File: src/rtl/run_dump_pkg.sv
// Shared definitions for the run/dump controller: controller states and
// the width of the completed-run-cycle counter.
package run_dump_pkg;

  localparam int CNT_W = 16;

  typedef enum logic [2:0] {
    ST_IDLE = 3'd0,
    ST_HOLD = 3'd1,
    ST_RUN  = 3'd2,
    ST_DUMP = 3'd3,
    ST_DONE = 3'd4
  } state_e;

endpackage

File: src/rtl/run_dump_ctrl.sv
// Run/dump controller: holds the CPU under test in reset, lets it run for a
// fixed number of cycles, freezes it and streams its register file out.
// Optional feature: define RUN_DUMP_HALT_EN to add halt_i, which ends the
// run phase early.
//
// Dump stream handshake: a beat transfers on a rising edge where
// dump_valid_o=1 and dump_ready_i=1. While dump_valid_o=1 and dump_ready_i=0,
// dump_idx_o and dump_data_o hold. dump_valid_o never depends
// combinationally on dump_ready_i.
module run_dump_ctrl
  import run_dump_pkg::*;
#(
  parameter int DATA_W    = 32,
  parameter int REG_N     = 32,
  parameter int IDX_W     = 5,
  parameter int HOLD_CYC  = 1,
  parameter int END_COUNT = 100
) (
  input  logic              clk_i,
  input  logic              rst_i,
  input  logic              start_i,
`ifdef RUN_DUMP_HALT_EN
  input  logic              halt_i,
`endif
  output logic              cpu_rst_o,
  output logic              cpu_en_o,
  output logic [IDX_W-1:0]  rf_addr_o,
  input  logic [DATA_W-1:0] rf_data_i,
  output logic              dump_valid_o,
  input  logic              dump_ready_i,
  output logic [IDX_W-1:0]  dump_idx_o,
  output logic [DATA_W-1:0] dump_data_o,
  output logic [CNT_W-1:0]  cycle_cnt_o,
  output logic              done_o,
  output logic [2:0]        state_o
);

  localparam int HOLD_W = (HOLD_CYC > 1) ? $clog2(HOLD_CYC) : 1;
  localparam logic [HOLD_W-1:0] HOLD_LAST = HOLD_W'(HOLD_CYC - 1);
  localparam logic [IDX_W-1:0]  LAST_IDX  = IDX_W'(REG_N - 1);
  localparam logic [CNT_W-1:0]  RUN_LAST  = CNT_W'(END_COUNT - 1);
  localparam logic [CNT_W-1:0]  CNT_MAX   = {CNT_W{1'b1}};

  state_e              state_q;
  logic [HOLD_W-1:0]   hold_cnt_q;
  logic [CNT_W-1:0]    cycle_cnt_q;
  logic                valid_q;
  logic [IDX_W-1:0]    idx_q;
  logic [DATA_W-1:0]   data_q;
  logic [IDX_W-1:0]    addr_q;

  logic halt_w;
  logic start_ok;
  logic hold_done;
  logic run_last;
  logic accept;
  logic last_idx;
  logic load;

`ifdef RUN_DUMP_HALT_EN
  assign halt_w = halt_i;
`else
  assign halt_w = 1'b0;
`endif

  // start_i only matters while idle or finished; it is ignored mid-run.
  assign start_ok  = start_i && ((state_q == ST_IDLE) || (state_q == ST_DONE));
  assign hold_done = (hold_cnt_q == HOLD_LAST);
  assign run_last  = (cycle_cnt_q == RUN_LAST) || halt_w;
  assign accept    = valid_q && dump_ready_i;
  assign last_idx  = (idx_q == LAST_IDX);
  // Fill the output register on DUMP entry and on every non-final accept.
  assign load      = (state_q == ST_DUMP) && (!valid_q || (accept && !last_idx));

  // Phase sequencing IDLE -> HOLD -> RUN -> DUMP -> DONE.
  always_ff @(posedge clk_i or negedge rst_i) begin
    if (!rst_i) begin
      state_q <= ST_IDLE;
    end else begin
      case (state_q)
        ST_IDLE: if (start_i) state_q <= ST_HOLD;
        ST_HOLD: if (hold_done) state_q <= ST_RUN;
        ST_RUN:  if (run_last) state_q <= ST_DUMP;
        ST_DUMP: if (accept && last_idx) state_q <= ST_DONE;
        ST_DONE: if (start_i) state_q <= ST_HOLD;
        default: state_q <= ST_IDLE;
      endcase
    end
  end

  // Count cycles spent in HOLD; zero whenever not holding.
  always_ff @(posedge clk_i or negedge rst_i) begin
    if (!rst_i) begin
      hold_cnt_q <= '0;
    end else if (state_q == ST_HOLD) begin
      hold_cnt_q <= hold_cnt_q + HOLD_W'(1);
    end else begin
      hold_cnt_q <= '0;
    end
  end

  // Completed RUN cycles, saturating; cleared on an accepted start.
  always_ff @(posedge clk_i or negedge rst_i) begin
    if (!rst_i) begin
      cycle_cnt_q <= '0;
    end else if (start_ok) begin
      cycle_cnt_q <= '0;
    end else if ((state_q == ST_RUN) && (cycle_cnt_q != CNT_MAX)) begin
      cycle_cnt_q <= cycle_cnt_q + CNT_W'(1);
    end
  end

  // Dump output register and register-file read pointer.
  always_ff @(posedge clk_i or negedge rst_i) begin
    if (!rst_i) begin
      valid_q <= 1'b0;
      idx_q   <= '0;
      data_q  <= '0;
      addr_q  <= '0;
    end else if (start_ok) begin
      valid_q <= 1'b0;
      idx_q   <= '0;
      data_q  <= '0;
      addr_q  <= '0;
    end else if (load) begin
      valid_q <= 1'b1;
      idx_q   <= addr_q;
      data_q  <= rf_data_i;
      // The pointer parks on the last register once it has been addressed.
      if (addr_q != LAST_IDX) begin
        addr_q <= addr_q + IDX_W'(1);
      end
    end else if (accept && last_idx) begin
      valid_q <= 1'b0;
    end
  end

  assign cpu_rst_o    = (state_q == ST_RUN) || (state_q == ST_DUMP) || (state_q == ST_DONE);
  assign cpu_en_o     = (state_q == ST_RUN);
  assign rf_addr_o    = addr_q;
  assign dump_valid_o = valid_q;
  assign dump_idx_o   = idx_q;
  assign dump_data_o  = data_q;
  assign cycle_cnt_o  = cycle_cnt_q;
  assign done_o       = (state_q == ST_DONE);
  assign state_o      = state_q;

endmodule

File: config.mk
export PLATFORM = sky130hd
export DESIGN_NAME = run_dump_ctrl
export DESIGN_NICKNAME = d
export VERILOG_FILES = /design/src/rtl/run_dump_pkg.sv /design/src/rtl/run_dump_ctrl.sv
export SDC_FILE = /design/constraint.sdc
export NUM_CORES = 1
export LEC_CHECK = 0
export CORE_MARGIN = 2
export CORE_UTILIZATION = 45
export DETAILED_ROUTE_END_ITERATION = 16
export GPL_ROUTABILITY_DRIVEN = 0
export HOLD_SLACK_MARGIN = 0.1
export PLACE_DENSITY = 0.86
export SLEW_MARGIN = 0
export SYNTH_ARGS = -nofsm -noshare
export SYNTH_HDL_FRONTEND = slang
export SYNTH_SLANG_ARGS = --single-unit
File: constraint.sdc
create_clock -name clk_i -period 2.4 [get_ports clk_i]
set_input_delay 0.72 -clock clk_i [delete_from_list [all_inputs] [get_ports clk_i]]
set_output_delay 0.72 -clock clk_i [all_outputs]
set_load 0.02 [all_outputs]
* Word level (Yosys, flattened, before mapping)
Index checks and enable logic that the tools add are counted.
** Word-level totals
- Register bits :: 63
- Input bits :: 36
- Output and inout bits :: 65
- Logic and storage cells :: 60
** Cells by class
- Add/sub/neg operators :: 3
- Eq/ne operators :: 12
- Multiplexer cells :: 18
- Reductions and logical operators :: 20
** Operators by type and width (number)
- $mux W32 :: 2
- $mux W16 :: 2
- $mux W5 :: 5
- $add A16 B1 Y16 const B :: 1
- $eq A16 B7 Y1 const B :: 1
- $ne A16 B16 Y1 const B :: 1
- $mux W3 :: 4
- $pmux W3 S4 :: 1
- $eq A3 B2 Y1 const B :: 2
- $logic_and A1 B1 Y1 :: 6
- $reduce_bool A2 Y1 :: 3
- $add A5 B1 Y5 const B :: 1
- $eq A5 B5 Y1 const B :: 1
- $ne A5 B5 Y1 const B :: 1
- $logic_or A1 B1 Y1 :: 4
- $mux W1 :: 4
- $ne A2 B1 Y1 const B :: 2
- $ne A2 B2 Y1 const B :: 2
- $reduce_and A4 Y1 :: 1
- $eq A3 B1 Y1 const B :: 1
- $eq A3 B3 Y1 const B :: 1
- $logic_not A3 Y1 :: 1
- $reduce_bool A3 Y1 :: 1
- $logic_not A1 Y1 :: 2
- 3 further kinds :: 3

* Depth between registers and ports, before layout
- Word-level depth :: 7
- Mapped depth :: 7
- Gate-level depth less buffers :: 5

* Least setup slack after synthesis
OpenSTA, ideal clock, no wires.
- Path type :: register to register
- Start point :: register state_q[0] (netlist: state_o[0])
- End point :: register cycle_cnt_q[15] (netlist: cycle_cnt_o[15])
- Setup time :: 78 ps
- Data arrival time :: 2160 ps
- Path slack :: 163 ps
- Cell stages (with the launch flop) :: 6
- Period minus slack after synthesis :: 2237 ps
- Cell sequence :: dfrtp_1 -> buf_2 -> or3b_1 -> or4_4 -> or4_1 -> a21oi_1
** Between the ends
- Longest elaborated chain between the ends :: 4
- Elaborated cells between the ends (all ways) :: 8
- Classes of those cells :: 2 x eq/ne; 1 x mux; 5 x reduce/logical
** Ends and longest elaborated chain
- from (decl) :: line run_dump_ctrl.sv:44 : state_e state_q;
- from (signal assigned) :: line run_dump_ctrl.sv:78 : state_q <= ST_IDLE;
- from (signal assigned) :: line run_dump_ctrl.sv:81 : ST_IDLE: if (start_i) state_q <= ST_HOLD;
- from (signal assigned) :: line run_dump_ctrl.sv:82 : ST_HOLD: if (hold_done) state_q <= ST_RUN;
- $eq A3 B3 Y1 or $logic_not A3 Y1 (tied branches) :: line run_dump_ctrl.sv:67 : assign start_ok = start_i && ((state_q == ST_IDLE) || (state_q == ST_DONE));
- $logic_or A1 B1 Y1 :: line run_dump_ctrl.sv:67
- $logic_and A1 B1 Y1 :: line run_dump_ctrl.sv:67
- $mux W16 or $reduce_bool A2 Y1 (tied branches)
- to (signal assigned) :: line run_dump_ctrl.sv:109 : cycle_cnt_q <= cycle_cnt_q + CNT_W'(1);
- to (decl) :: line run_dump_ctrl.sv:46 : logic [CNT_W-1:0] cycle_cnt_q;
Several ways; a longest one is shown, not always the timed one.
A chain may end at the register's enable or synchronous reset.

* Worst setup path after layout
- Start point :: register state_q[0] (netlist: state_o[0])
- End point :: output port cpu_rst_o
** Between the ends
- Longest elaborated chain between the ends :: 3
- Elaborated cells between the ends (all ways) :: 5
- Classes of those cells :: 3 x eq/ne; 2 x reduce/logical
** Ends and longest elaborated chain
- $eq A3 B2 Y1 :: line run_dump_ctrl.sv:138 : assign cpu_rst_o = (state_q == ST_RUN) || (state_q == ST_DUMP) || (state_q == ST_DONE);
- $logic_or A1 B1 Y1 :: line run_dump_ctrl.sv:138
- $logic_or A1 B1 Y1 (*) :: line run_dump_ctrl.sv:138
- to (decl) :: line run_dump_ctrl.sv:25 : output logic cpu_rst_o,
Mark *: on every way between the ends. The rest lies on a longest branch, timed or not.

==> results.ini <==
[synth]
synth_top_family_by_area=simple AND/OR/NAND/NOR gates
synth_cell_types=36
yosys.area.top_type_share_pct=54.4
yosysMostFrequentCell=nand2_1
syn-num-nets=356
syn_inst=317
synth-edff-count=0
synth-compound-area-share_pct=9.55
synth_ff_type=dfrtp_1
syn_area_um2=2900
synth_area_leaders=dfrtp_1 (54%), nand2_1 (12%), nand3_1 (7.6%)
synth_fa_ha_area_share_pct=1.30
yosys.area_share.simple_pct=30.2
ys_seq_area_share_pct=54.4
postSynthAreaPerCell_um2=9.14
yosysWarnings=0
synthMuxAreaShare_pct=1.77
postSynth.asyncResetShare_pct=100
synth_seq_cells=63
yosysTopAreaCell=dfrtp_1
synth-xor-area-share_pct=0
synth_commonest_cells=nand2_1 (91), dfrtp_1 (63), nand3_1 (44)

[worst_setup_path]
slowest_delay_ps=390
endpoint_kind=primary output
crit_cells=5
worst-path-buf-inv=2
crit_family=buffers and inverters
critPathRequiredTime_ps=1680
reg2regPathDepth=5
r2r-start=state_o[0]$_DFFE_PN0P_
cp_max_fo=8
path_class=reg -> out
cp_cell_sequence=buf_4 > nor2_1 > nand2_1 > nand2_1 > dlygate4sd2_1
cp.arrival_ps=1580
rr_endpoint=cycle_cnt_o[15]$_DFFE_PN0P_
critPathSlowestCell=dfrtp_1
r2r_slack_ps=120
crit_top_cell=nand2_1
critPathLaunchType=flop

[clock_tree]
numCtsBuffers=9
h-tree-depth=3
clkTransAtPathRegs_ps=70
cts_tree=done
cts_buffer_depth=2
postCtsSetupRepairBufs=0
insertion_delay_ps=340
numClockSinks=63
cts_root_buffer=clkbuf_8

[power_and_ir_drop]
powerDensity_nw_per_um2=1300
peakVddDrop_mv=0.774
power.total_mw=5.60
p_leak_nw=1.91

[place]
hpwlAfterDp_um=5410
dpl-instance-area_um2=4080
dpl.cell_count=492
port_buffers=100

[global_routing]
grt_pass1_wl_um=12800
globalRouteOverflowTotal=0
grt_max_degree=38
track_usage_pct=22.5
antenna_found_initial=0
grt_pass1_vias=2830

[floorplan]
placeableCoreArea_um2=6280
die_area_um2=7090
die_height_um=84.2
io_pins=101
die_x_um=84.2
row_count=29
initial_core_util_pct=46.1

[timing]
worst_pin_slew_ps=440
finClkSkew_ps=10.4
max_freq_ghz=0.436
setup_tns_ps=0
period_share_pct=95.6
slew_headroom_pct=70.4
hold_viol=0
maxSlewViolCount=0
grt_setup_unrepaired=no
fin_crit_ps=2300
finalSetupViolations=0

[finish]
fin_util_pct=68.6
areaGrowthSynthToFinish_pct=48.6
antennaDiodeCount=0
stdcell_count=508
layout.nets=465
drive_gt1_share_pct=8.58
final_area_um2=4300

[worst_hold_path]
min_path_type=in -> async

[flow_run]
drv_cap=0

[drt]
ant_nets=0
vias=2823
wl_um=7690
firstDrtPassIters=5
drc=0
drt-initial-drc-count=116
wl_per_cell_um=15.1
vias_per_cell=5.56

[run_status]
outcome=complete, no violations

-- what timing repair did --
item	4_1_cts	5_1_grt
setup endpoints to repair	3	1
gates resized for setup	3	2
hold buffers	0	0
-- kinds of logic after synthesis --
logic type | after synthesis
and+or+nand+nor | 182
DFF | 63
AOI/OAI and AO/OA | 44
buffers and inverters | 20
muxes | 5
adders and majority gates | 3
-- sequential cells by signal, indices dropped and copies added (netlist names) --
signal        count
dump_data_o      32
dump_valid_o      1
hold_cnt_q        1
cycle_cnt_o      16
dump_idx_o        5
state_o           3
rf_addr_o         5
-- power breakdown --
group / leakage [nW] / switching [mW] / internal (mW)
clock network: 0.110 / 0.409 / 0.613
registers: 0.809 / 0.429 / 1.50
logic: 0.988 / 1.42 / 1.23
total: 1.91 / 2.25 / 3.34
-- stage by stage --
| step | hold slack, ps | worst slack [ps] |
|---|---|---|
| 4_1_cts | 309 | 85.0 |
| 5_1_grt | 328 | 16.9 |
| 3_3_place_gp | 430 | 175 |
| 6_report | 317 | 105 |
| 2_1_floorplan | 421 | 163 |
| 3_5_place_dp | 442 | 104 |
-- worst max path at each step --
| stage | startpoint | endpoint | slack [ps] |
|---|---|---|---|
| 2_1_floorplan | state_o[0]$_DFFE_PN0P_ | cycle_cnt_o[15]$_DFFE_PN0P_ | 160 |
| 3_3_place_gp | dump_ready_i | rf_addr_o[3]$_DFFE_PN0P_ | 170 |
| 3_5_place_dp | state_o[0]$_DFFE_PN0P_ | cycle_cnt_o[13]$_DFFE_PN0P_ | 100 |
| 4_1_cts | state_o[0]$_DFFE_PN0P_ | cycle_cnt_o[13]$_DFFE_PN0P_ | 80 |
| 5_1_grt | state_o[0]$_DFFE_PN0P_ | cpu_rst_o | 20 |
| 6_report | state_o[0]$_DFFE_PN0P_ | cpu_rst_o | 100 |
-- per-layer routing --
layer | vias up | share of wire [%] | wire, µm | GRT usage (%)
met5 | - | 0 | 0 | 0
met2 | 107 | 49 | 3750 | 35.3
met1 | 1356 | 41 | 3160 | 26.9
met4 | 0 | 2.2 | 167 | 12.9
li1 | 1345 | - | - | -
met3 | 15 | 7.9 | 610 | 8.06
-- area by class of cell --
class,instances,area [µm²]
Tap cell,77,96.3
Inverter,4,15.0
Sequential cell,63,1580
Timing Repair Buffer,114,1120
Clock inverter,5,81.3
Clock buffer,11,141
Fill cell,491,1970
Multi-Input combinational cell,234,1270
-- layout by cell type, fill, tap and decap left out, drive strengths merged, types with 6 or more instances in the layout --
cell type	n
o31ai	8
buf	15
o21ai	10
clkdlybuf4s50	96
a21oi	14
nand4	6
or4	9
nand3	44
dfrtp	63
clkbuf	11
nand2	91
(Power assumes the default switching activity.)
